==> config.mk <==
export PLATFORM = sky130hd
export DESIGN_NAME = adc_arbiter
export DESIGN_NICKNAME = d
export VERILOG_FILES = /design/src/rtl/adc_arbiter.sv
export SDC_FILE = /design/constraint.sdc
export NUM_CORES = 1
export LEC_CHECK = 0
export CORE_ASPECT_RATIO = 0.5
export CORE_UTILIZATION = 60
export DETAILED_ROUTE_END_ITERATION = 8
export DONT_BUFFER_PORTS = 1
export PLACE_DENSITY_LB_ADDON = 0.15
export SETUP_SLACK_MARGIN = 0.4
export SLEW_MARGIN = 20
export SYNTH_ARGS = -nofsm -noshare
export SYNTH_HDL_FRONTEND = slang
export SYNTH_SLANG_ARGS = --single-unit
==> constraint.sdc <==
create_clock -name clk -period 6.75 [get_ports clk]
set_input_delay 1.0125 -clock clk [delete_from_list [all_inputs] [get_ports clk]]
set_output_delay 1.0125 -clock clk [all_outputs]
set_load 0.02 [all_outputs]
==> src/rtl/adc_arbiter.sv <==
// rtl/adc_arbiter.sv - round-robin arbiter sharing one adc measurement engine among N_REQ requesters
// Optional watchdog abort in WAIT enabled by defining ADC_ARB_TIMEOUT_EN.
module adc_arbiter #(
    parameter int N_REQ        = 3,
    parameter int TIMEOUT_CLKS = 40000000
) (
    input  logic                 clk,
    input  logic                 reset_n,
    input  logic [N_REQ-1:0]     req,
    input  logic [32*N_REQ-1:0]  req_sample_duration,
    output logic [N_REQ-1:0]     done,
    output logic [N_REQ-1:0]     err,
    output logic                 adc_take_measure,
    output logic [31:0]          adc_clk_sample_duration,
    input  logic                 adc_take_measure_done,
    output logic [1:0]           grant_id,
    output logic                 busy,
    output logic [1:0]           monitor
);

    typedef enum logic [1:0] {S_IDLE, S_GRANT, S_WAIT, S_RELEASE} state_t;

    state_t             r_state;
    logic [1:0]         r_ptr;
    logic [1:0]         r_grant_id;
    logic [31:0]        r_dur;
    logic [N_REQ-1:0]   r_done;
    logic               r_take;
    logic               r_busy;

    logic               w_found;
    logic [1:0]         w_pick;
    int                 w_idx;
    logic [31:0]        w_dur;

    // Walk the search order backwards so the first hit after the pointer is the one kept.
    always_comb begin
        w_found = 1'b0;
        w_pick  = r_ptr;
        w_idx   = 0;
        for (int k = N_REQ; k >= 1; k--) begin
            w_idx = (int'(r_ptr) + k) % N_REQ;
            if (req[w_idx]) begin
                w_found = 1'b1;
                w_pick  = 2'(w_idx);
            end
        end
    end

    always_comb begin
        w_dur = req_sample_duration[32*int'(w_pick) +: 32];
    end

`ifdef ADC_ARB_TIMEOUT_EN
    logic [31:0]        r_cnt;
    logic [N_REQ-1:0]   r_err;
`endif

    always_ff @(posedge clk or negedge reset_n) begin
        if (!reset_n) begin
            r_state    <= S_IDLE;
            r_ptr      <= 2'(N_REQ - 1);
            r_grant_id <= 2'd0;
            r_dur      <= 32'd0;
            r_done     <= '0;
            r_take     <= 1'b0;
            r_busy     <= 1'b0;
`ifdef ADC_ARB_TIMEOUT_EN
            r_cnt      <= 32'd0;
            r_err      <= '0;
`endif
        end else begin
            case (r_state)
                S_IDLE: begin
                    if (w_found) begin
                        r_grant_id <= w_pick;
                        r_ptr      <= w_pick;
                        r_dur      <= w_dur;
                        r_state    <= S_GRANT;
                    end
                end
                S_GRANT: begin
                    r_take  <= 1'b1;
                    r_busy  <= 1'b1;
`ifdef ADC_ARB_TIMEOUT_EN
                    r_cnt   <= 32'd0;
`endif
                    r_state <= S_WAIT;
                end
                S_WAIT: begin
                    if (adc_take_measure_done) begin
                        r_take  <= 1'b0;
                        r_done  <= N_REQ'(1) << r_grant_id;
                        r_state <= S_RELEASE;
`ifdef ADC_ARB_TIMEOUT_EN
                    end else if (r_cnt == 32'(TIMEOUT_CLKS - 1)) begin
                        r_take  <= 1'b0;
                        r_done  <= N_REQ'(1) << r_grant_id;
                        r_err   <= N_REQ'(1) << r_grant_id;
                        r_state <= S_RELEASE;
                    end else begin
                        r_cnt   <= r_cnt + 32'd1;
`endif
                    end
                end
                S_RELEASE: begin
                    // Guard cycle: gives the adc time to return to its idle state.
                    r_done  <= '0;
                    r_busy  <= 1'b0;
`ifdef ADC_ARB_TIMEOUT_EN
                    r_err   <= '0;
`endif
                    r_state <= S_IDLE;
                end
                default: r_state <= S_IDLE;
            endcase
        end
    end

    assign done                    = r_done;
    assign adc_take_measure        = r_take;
    assign adc_clk_sample_duration = r_dur;
    assign grant_id                = r_grant_id;
    assign busy                    = r_busy;
    assign monitor                 = {r_busy, r_take};
`ifdef ADC_ARB_TIMEOUT_EN
    assign err                     = r_err;
`else
    assign err                     = '0;
`endif

endmodule
==> impl_metrics.sql, run 1 <==
INSERT INTO impl_metrics (metric_group, metric, value, unit) VALUES
('run_status', 'status', 'completed', ''),
('logic_synthesis', 'post_syn_area', '2470', 'um^2'),
('cts', 'cts.sink_count', '42', ''),
('critical_path', 'path_class', 'reg2reg', ''),
('logic_synthesis', 'synth_warnings', '0', ''),
('sta', 'fmax', '325', 'MHz'),
('critical_path', 'timing.critical_path.slowest_cell_delay', '600', 'ps'),
('cts', 'hold_buffers', '0', ''),
('power_and_ir_drop', 'p_per_area', '674', 'nW/um^2'),
('floorplan', 'design.core.area', '3920', 'um^2'),
('flow_run', 'maxCapViolations', '0', ''),
('cts', 'cts_post_setup_buffers_inserted', '0', ''),
('sta', 'worst_rel_slew_slack', '47.8', '%'),
('logic_synthesis', 'postSynthCellCount', '243', ''),
('sta', 'fin_tns_setup', '0', 'ps'),
('min_path', 'holdCritPathClass', 'in2async', ''),
('power_and_ir_drop', 'switching_share', '48.7', '%'),
('sta', 'timing.hold.ws', '408', 'ps'),
('power_and_ir_drop', 'power_frac_comb', '51.3', '%'),
('global_route', 'largest_net_degree_at_the_start_of_global_routing', '43', ''),
('logic_synthesis', 'synth_edf_count', '0', ''),
('drt', 'final_antenna_net_count', '0', ''),
('critical_path', 'r2r_setup_slack', '3680', 'ps'),
('cts', 'clkSlewWorstSetupHoldPaths', '80', 'ps'),
('critical_path', 'end_kind', 'flip-flop', ''),
('sta', 'min_period_over_period', '45.5', '%'),
('cts', 'cts_tree', 'built', ''),
('sta', 'timing_max_transition_violations_final', '0', ''),
('drt', 'detail_route.wl_per_cell', '18.8', 'um'),
('layout', 'design_area', '2540', 'um^2'),
('critical_path', 'timing.reg2reg.worst_path_depth', '8', ''),
('layout', 'finish.cell_count_without_fillers', '290', ''),
('layout', 'layout-area-overhead-vs-synth', '2.78', '%'),
('sta', 'timing.final.hold_violations', '0', ''),
('power_and_ir_drop', 'p_leak', '1.15', 'nW'),
('placed_design', 'placement.cell_area', '2430', 'um^2'),
('critical_path', 'critical_path.cell_chain', 'inv_1, ha_1, nor2b_1, a211o_1, a211oi_1, nor2b_2, nand2_1, o21ai_0', ''),
('placed_design', 'io_buffer_count', '0', ''),
('drt', 'drt_iter0_markers', '85', ''),
('floorplan', 'placementRows', '16', ''),
('critical_path', 'crit-reg2reg-launch', 'r_ptr[0]$_DFFE_PN0P_', ''),
('logic_synthesis', 'synth.lib_cells_used.distinct', '38', ''),
('sta', 'setup_ws_final', '3680', 'ps'),
('floorplan', 'die_width', '92.8', 'um'),
('critical_path', 'timing.critical_path.from_type', 'flip-flop', ''),
('critical_path', 'regToRegEndpoint', 'adc_clk_sample_duration[31]$_DFFE_PN0P_', ''),
('drt', 'firstDrtPassIters', '4', ''),
('cts', 'cts-root-to-sink-buffers', '2', ''),
('placed_design', 'numPlacedInstances', '282', ''),
('sta', 'finalClockSkew', '10.9', 'ps'),
('power_and_ir_drop', 'clock_group_share_of_total_power', '11.5', '%'),
('placed_design', 'dp_hpwl', '4040', 'um'),
('cts', 'numCtsBuffers', '5', ''),
('sta', 'period_needed', '3070', 'ps'),
('layout', 'antenna-diode-count', '0', ''),
('logic_synthesis', 'synth_top_flop_cell', 'sky130_fd_sc_hd__dfrtp_1', ''),
('sta', 'worstMarginPinSlew', '782', 'ps'),
('floorplan', 'die_area', '4400', 'um^2'),
('logic_synthesis', 'total_of_flip_flops_plus_latches_after_synthesis', '42', ''),
('floorplan', 'initial_utilization', '63.0', '%'),
('drt', 'route.vias.total', '1864', ''),
('global_route', 'grt_remaining_overflow', '0', ''),
('power_and_ir_drop', 'power.switching', '834', 'uW'),
('layout', 'layout-drive-gt1-share', '6.78', '%'),
('sta', 'setup_violating_endpoint_count_in_the_final_report', '0', ''),
('critical_path', 'worst-path-max-fanout', '27', ''),
('placed_design', 'globalplace.congestion', '0.825', ''),
('global_route', 'grt_util_all_layers', '24.2', '%'),
('sta', 'unrepaired_setup_endpoints_after_global_routing', 'no', ''),
('placed_design', 'post-place-ws', '3690', 'ps'),
('cts', 'cts.repair.resized', '0', '');
[per-layer routing]
metal / wire (um) / up-vias / GRT usage (%)
li1: - / 880 / -
met1: 2210 / 914 / 28.3
met2: 2790 / 68 / 41.8
met3: 431 / 2 / 9.87
met4: 16 / 0 / 9.54
met5: 0 / - / 0
[per-stage QoR]
step | power, mW | util [%]
after floorplan | 1.41 | -
after global placement | 1.49 | 61.9
after detailed placement | 1.53 | 61.9
after CTS | 1.72 | 64.8
after global routing | 1.85 | 64.8
final | 1.71 | 64.8
[critical path, delay by kind of cell, from the launching register on]
family	cells	cell delay, ps
AOI/OAI and AO/OA	3	920
adders and majority gates	1	410
buffers and inverters	1	190
DFF	1	520
and+or+nand+nor	3	860
[sequential cells by signal, summed over array words and instances (netlist names)]
name	count
adc_clk_sample_duration	32
done	3
r_ptr	2
r_state	2
adc_take_measure	1
busy	1
grant_id	1
[worst max-delay path by stage]
stage / from / end / slack, ps / cells past startpoint
2_1_floorplan: req[0] / adc_clk_sample_duration[11]$_DFFE_PN0P_ / 4290 / 7
5_1_grt: r_ptr[0]$_DFFE_PN0P_ / adc_clk_sample_duration[5]$_DFFE_PN0P_ / 3380 / 8
3_5_place_dp: r_ptr[0]$_DFFE_PN0P_ / adc_clk_sample_duration[31]$_DFFE_PN0P_ / 3690 / 8
6_report: r_ptr[0]$_DFFE_PN0P_ / adc_clk_sample_duration[31]$_DFFE_PN0P_ / 3680 / 8
4_1_cts: r_ptr[0]$_DFFE_PN0P_ / adc_clk_sample_duration[31]$_DFFE_PN0P_ / 3670 / 8
3_3_place_gp: r_ptr[0]$_DFFE_PN0P_ / adc_clk_sample_duration[11]$_DFFE_PN0P_ / 3810 / 8
[Yosys cell counts, types with 2 or more instances]
master,count,area [um^2]
sky130_fd_sc_hd__nand3_1,3,15.0
sky130_fd_sc_hd__a21oi_1,4,20.0
sky130_fd_sc_hd__o21ai_0,27,135
sky130_fd_sc_hd__nor2_1,13,48.8
sky130_fd_sc_hd__clkbuf_1,2,7.51
sky130_fd_sc_hd__o21ai_1,5,25.0
sky130_fd_sc_hd__ha_1,8,100
sky130_fd_sc_hd__inv_1,9,33.8
sky130_fd_sc_hd__a22o_1,3,26.3
sky130_fd_sc_hd__o22ai_1,2,12.5
sky130_fd_sc_hd__a21o_1,3,22.5
sky130_fd_sc_hd__mux2i_1,34,340
sky130_fd_sc_hd__nand2b_1,5,31.3
sky130_fd_sc_hd__a22oi_1,27,203
sky130_fd_sc_hd__buf_2,2,10.0
sky130_fd_sc_hd__clkbuf_2,3,15.0
sky130_fd_sc_hd__a211oi_1,8,60.1
sky130_fd_sc_hd__buf_4,9,67.6
sky130_fd_sc_hd__dfrtp_1,41,1030
sky130_fd_sc_hd__nor3_1,6,30.0
sky130_fd_sc_hd__o32ai_1,2,17.5
sky130_fd_sc_hd__buf_6,4,45.0
sky130_fd_sc_hd__nor2b_1,2,12.5
sky130_fd_sc_hd__nand2_1,7,26.3
[kinds of logic (layout without fill, tap and decap cells)]
kind of cell             count (synthesis)  after routing  share of synthesized area (%)
AO/OA/AOI/OAI                           88             88                           24.0
flip-flops                              42             42                           42.6
AND/OR/NAND/NOR                         41             41                           8.20
multiplexers                            34             34                           13.8
buffers and inverters                   29             20                           7.24
adder cells (fa/ha/maj)                  8              8                           4.05
other                                    1              3                          0.152
[power groups by stage]
stage / Clock [mW] / Sequential [mW] / Combinational [mW]
5_1_grt: 0.211 / 0.654 / 0.982
3_5_place_dp: 0 / 0.642 / 0.884
3_3_place_gp: 0 / 0.639 / 0.852
4_1_cts: 0.201 / 0.637 / 0.884
2_1_floorplan: 0 / 0.598 / 0.815
6_report: 0.197 / 0.636 / 0.878
[area by class of cell]
class                   count  area (um^2)
clock inverters             3         43.8
fillers                   345         1380
repair buffers              3         22.5
clock buffers               5         68.8
inverters                   9         33.8
well taps                  54         67.6
multi-input cells         174         1250
flip-flops and latches     42         1050
(Power assumes the default switching activity.)
==> run 2: changes to the inputs <==
Settings changed: CORE_UTILIZATION 60 to 57.
Clock period 6.75 ns to 2.61 ns, I/O delays scaled along.
==> run 2 against run 1 <==
Non-clock buffer count grew 30; routed wire length grew 18%; power grew to 3.4 times the previous value; largest cell class unchanged; highest routed layer unchanged.
==> impl_metrics.sql, run 2 (same netlist as run 1, synthesis figures left out) <==
INSERT INTO impl_metrics (metric_group, metric, value, unit) VALUES
('global_route', 'largest_net_degree_at_the_start_of_global_routing', '43', ''),
('global_route', 'grt_remaining_overflow', '0', ''),
('cts', 'clockRootBuffer', 'sky130_fd_sc_hd__clkbuf_8', ''),
('global_route', 'first_global_vias', '1891', ''),
('layout', 'antenna-diode-count', '0', ''),
('floorplan', 'die_width', '95.1', 'um'),
('critical_path', 'crit-reg2reg-launch', 'r_ptr[1]$_DFFE_PN1P_', ''),
('sta', 'setup_violating_endpoint_count_in_the_final_report', '0', ''),
('global_route', 'antenna_violations_before_repair', '0', ''),
('drt', 'detail_route.wirelength', '6440', 'um'),
('power_and_ir_drop', 'power_report.internal_total', '3.20', 'mW'),
('placed_design', 'io_buffer_count', '0', ''),
('cts', 'cts.sink_count', '42', ''),
('drt', 'drt_iter0_markers', '84', ''),
('floorplan', 'dieHeight', '48.6', 'um'),
('placed_design', 'dp_hpwl', '4200', 'um'),
('critical_path', 'regToRegEndpoint', 'adc_clk_sample_duration[30]$_DFFE_PN0P_', ''),
('floorplan', 'initial_utilization', '61.4', '%'),
('drt', 'final_antenna_net_count', '0', ''),
('cts', 'clkSlewWorstSetupHoldPaths', '90', 'ps'),
('drt', 'detail_route.wl_per_cell', '20.1', 'um'),
('power_and_ir_drop', 'peakVddDrop', '0.919', 'mV'),
('critical_path', 'timing.critical_path.from_type', 'flip-flop', ''),
('drt', 'drc', '0', ''),
('power_and_ir_drop', 'clock_group_share_of_total_power', '9.1', '%'),
('power_and_ir_drop', 'power_frac_comb', '63.0', '%'),
('sta', 'finalClockSkew', '7.15', 'ps'),
('power_and_ir_drop', 'switching_share', '44.9', '%'),
('layout', 'layout.nets', '375', ''),
('power_and_ir_drop', 'power.switching', '2.61', 'mW'),
('layout', 'layout-area-overhead-vs-synth', '23.5', '%'),
('layout', 'layout_common_cells', '40 x sky130_fd_sc_hd__dfrtp_1, 29 x sky130_fd_sc_hd__mux2i_1, 27 x sky130_fd_sc_hd__a22oi_1, 27 x sky130_fd_sc_hd__o21ai_1, 19 x sky130_fd_sc_hd__buf_4', ''),
('critical_path', 'end_kind', 'flip-flop', ''),
('floorplan', 'die_area', '4620', 'um^2'),
('power_and_ir_drop', 'sequentialPowerShare', '28.0', '%'),
('critical_path', 'r2r_setup_slack', '260', 'ps'),
('cts', 'cts-root-to-sink-buffers', '2', ''),
('min_path', 'timing.hold.worst.start', 'adc_take_measure_done', ''),
('cts', 'h-tree-depth', '2', ''),
('placed_design', 'globalplace.congestion', '0.915', ''),
('critical_path', 'cp_data_required_time', '2780', 'ps'),
('cts', 'cts_tree', 'built', ''),
('flow_run', 'maxCapViolations', '0', ''),
('floorplan', 'design.core.area', '4020', 'um^2'),
('drt', 'route.vias.total', '2016', ''),
('global_route', 'global_route_wire_length_before_repair', '9360', 'um'),
('drt', 'detail_route.vias_per_cell', '6.30', ''),
('drt', 'firstDrtPassIters', '4', ''),
('cts', 'clk_latency', '300', 'ps'),
('floorplan', 'floorplan.io_pins', '146', ''),
('layout', 'design_area', '3050', 'um^2'),
('layout', 'layout.cells.most_common', 'sky130_fd_sc_hd__dfrtp_1', ''),
('sta', 'period_needed', '2350', 'ps'),
('layout', 'fillCellCount', '286', ''),
('global_route', 'grt_util_all_layers', '26.9', '%'),
('critical_path', 'path_class', 'reg2reg', ''),
('sta', 'timing.final.hold_violations', '0', ''),
('sta', 'unrepaired_setup_endpoints_after_global_routing', 'yes', ''),
('power_and_ir_drop', 'p_per_area', '1900', 'nW/um^2'),
('min_path', 'holdCritPathClass', 'in2reg', ''),
('cts', 'numCtsBuffers', '5', ''),
('layout', 'largest_register_ffs', '32', ''),
('floorplan', 'placementRows', '16', ''),
('layout', 'layout-drive-gt1-share', '24.8', '%'),
('sta', 'fin_tns_setup', '0', 'ps'),
('placed_design', 'placement.cell_area', '2520', 'um^2'),
('sta', 'timing_max_transition_violations_final', '0', ''),
('sta', 'fmax', '426', 'MHz'),
('sta', 'min_period_over_period', '90.0', '%'),
('critical_path', 'worst-path-max-fanout', '8', ''),
('critical_path', 'arrival_time_at_the_worst_endpoint', '2520', 'ps'),
('run_status', 'status', 'completed', ''),
('critical_path', 'timing.reg2reg.worst_path_depth', '9', ''),
('power_and_ir_drop', 'p_leak', '1.36', 'nW'),
('min_path', 'min_delay_worst_endpoint', 'adc_take_measure$_DFFE_PN0P_', ''),
('min_path', 'holdPathStages', '1', '');
run 2: cell types whose count changed in the layout (fill, tap and decap cells not counted), moves of 2 or more:
cell / delta
sky130_fd_sc_hd__mux2i_1: -5
sky130_fd_sc_hd__buf_12: +4
sky130_fd_sc_hd__ha_4: +2
sky130_fd_sc_hd__buf_16: +2
sky130_fd_sc_hd__nand2b_4: +3
sky130_fd_sc_hd__buf_4: +16
sky130_fd_sc_hd__buf_6: +6
sky130_fd_sc_hd__o21ai_0: -23
sky130_fd_sc_hd__a211oi_1: -2
sky130_fd_sc_hd__ha_1: -3
sky130_fd_sc_hd__nand2b_1: -3
sky130_fd_sc_hd__mux2i_2: +4
sky130_fd_sc_hd__o21ai_1: +22
run 2: per-stage QoR:
| stage | util, % | hold WS (ps) | power [mW] | cells | worst slack [ps] |
|---|---|---|---|---|---|
| after global placement | 62.7 | 96.6 | 4.08 | 289 | 178 |
| final | 75.9 | 191 | 5.82 | 320 | 262 |
| after CTS | 71.2 | 184 | 5.26 | 311 | 348 |
| after global routing | 75.9 | 192 | 6.18 | 320 | 194 |
| after floorplan | - | 95.9 | 3.66 | 245 | 401 |
| after detailed placement | 62.7 | 96.7 | 4.15 | 289 | 110 |
run 2: timing repair:
action / 4_1_cts / 5_1_grt
setup buffers: 10 / 8
gates cloned: 2 / 1
pin swaps: 4 / 14
endpoints found under the setup margin: 34 / 33
endpoints found under the hold margin: 42 / 0
resized for setup: 16 / 45
hold buffers: 2 / 0
run 2: worst max-delay path, stage by stage (launching register included):
cell and delay, ps:
sky130_fd_sc_hd__dfstp_2 590, sky130_fd_sc_hd__buf_6 110, sky130_fd_sc_hd__ha_4 220, sky130_fd_sc_hd__a211o_4 350, sky130_fd_sc_hd__o2bb2ai_4 140, sky130_fd_sc_hd__o21ai_4 240
sky130_fd_sc_hd__buf_6 140, sky130_fd_sc_hd__buf_12 130, sky130_fd_sc_hd__mux2i_1 210, sky130_fd_sc_hd__a211oi_1 90
run 2: power by group through the flow:
stage	clock network [mW]	registers, mW	logic [mW]
after detailed placement	0	1.65	2.50
after global placement	0	1.64	2.44
after CTS	0.532	1.63	3.09
after global routing	0.563	1.67	3.94
after floorplan	0	1.55	2.12
final	0.527	1.63	3.66
run 2: per-layer routing:
layer	up-vias	global-route usage (%)	share of wire [%]
li1	930	-	-
met1	1002	34.4	41
met2	78	44.2	51
met3	6	7.86	7.0
met4	0	7.58	0.62
met5	-	0	0
run 2: worst max path at each step:
stage,startpoint,cells after the start,slack (ps),end
6_report,r_ptr[1]$_DFFE_PN1P_,9,260,adc_clk_sample_duration[30]$_DFFE_PN0P_
5_1_grt,r_ptr[1]$_DFFE_PN1P_,11,190,adc_clk_sample_duration[7]$_DFFE_PN0P_
4_1_cts,r_ptr[1]$_DFFE_PN1P_,10,350,adc_clk_sample_duration[10]$_DFFE_PN0P_
3_5_place_dp,r_ptr[0]$_DFFE_PN0P_,9,110,adc_clk_sample_duration[12]$_DFFE_PN0P_
3_3_place_gp,r_ptr[0]$_DFFE_PN0P_,9,180,adc_clk_sample_duration[24]$_DFFE_PN0P_
2_1_floorplan,r_ptr[0]$_DFFE_PN0P_,9,400,adc_clk_sample_duration[25]$_DFFE_PN0P_
run 2: layout make-up:
class	count	area, um^2	area share, %
multi-input combinational	174	1410	46.0
clock inverter	3	43.8	1.43
sequential	42	1050	34.5
inverter	9	33.8	1.11
tap	54	67.6	2.21
timing repair buffer	33	380	12.5
clock buffer	5	68.8	2.25
==> run 3: changes to the inputs <==
Settings changed: ABC_CLOCK_PERIOD_IN_PS set to 2610.
==> results of run 3 <==
Final layout, timing and power as in run 2 (identical DEF).
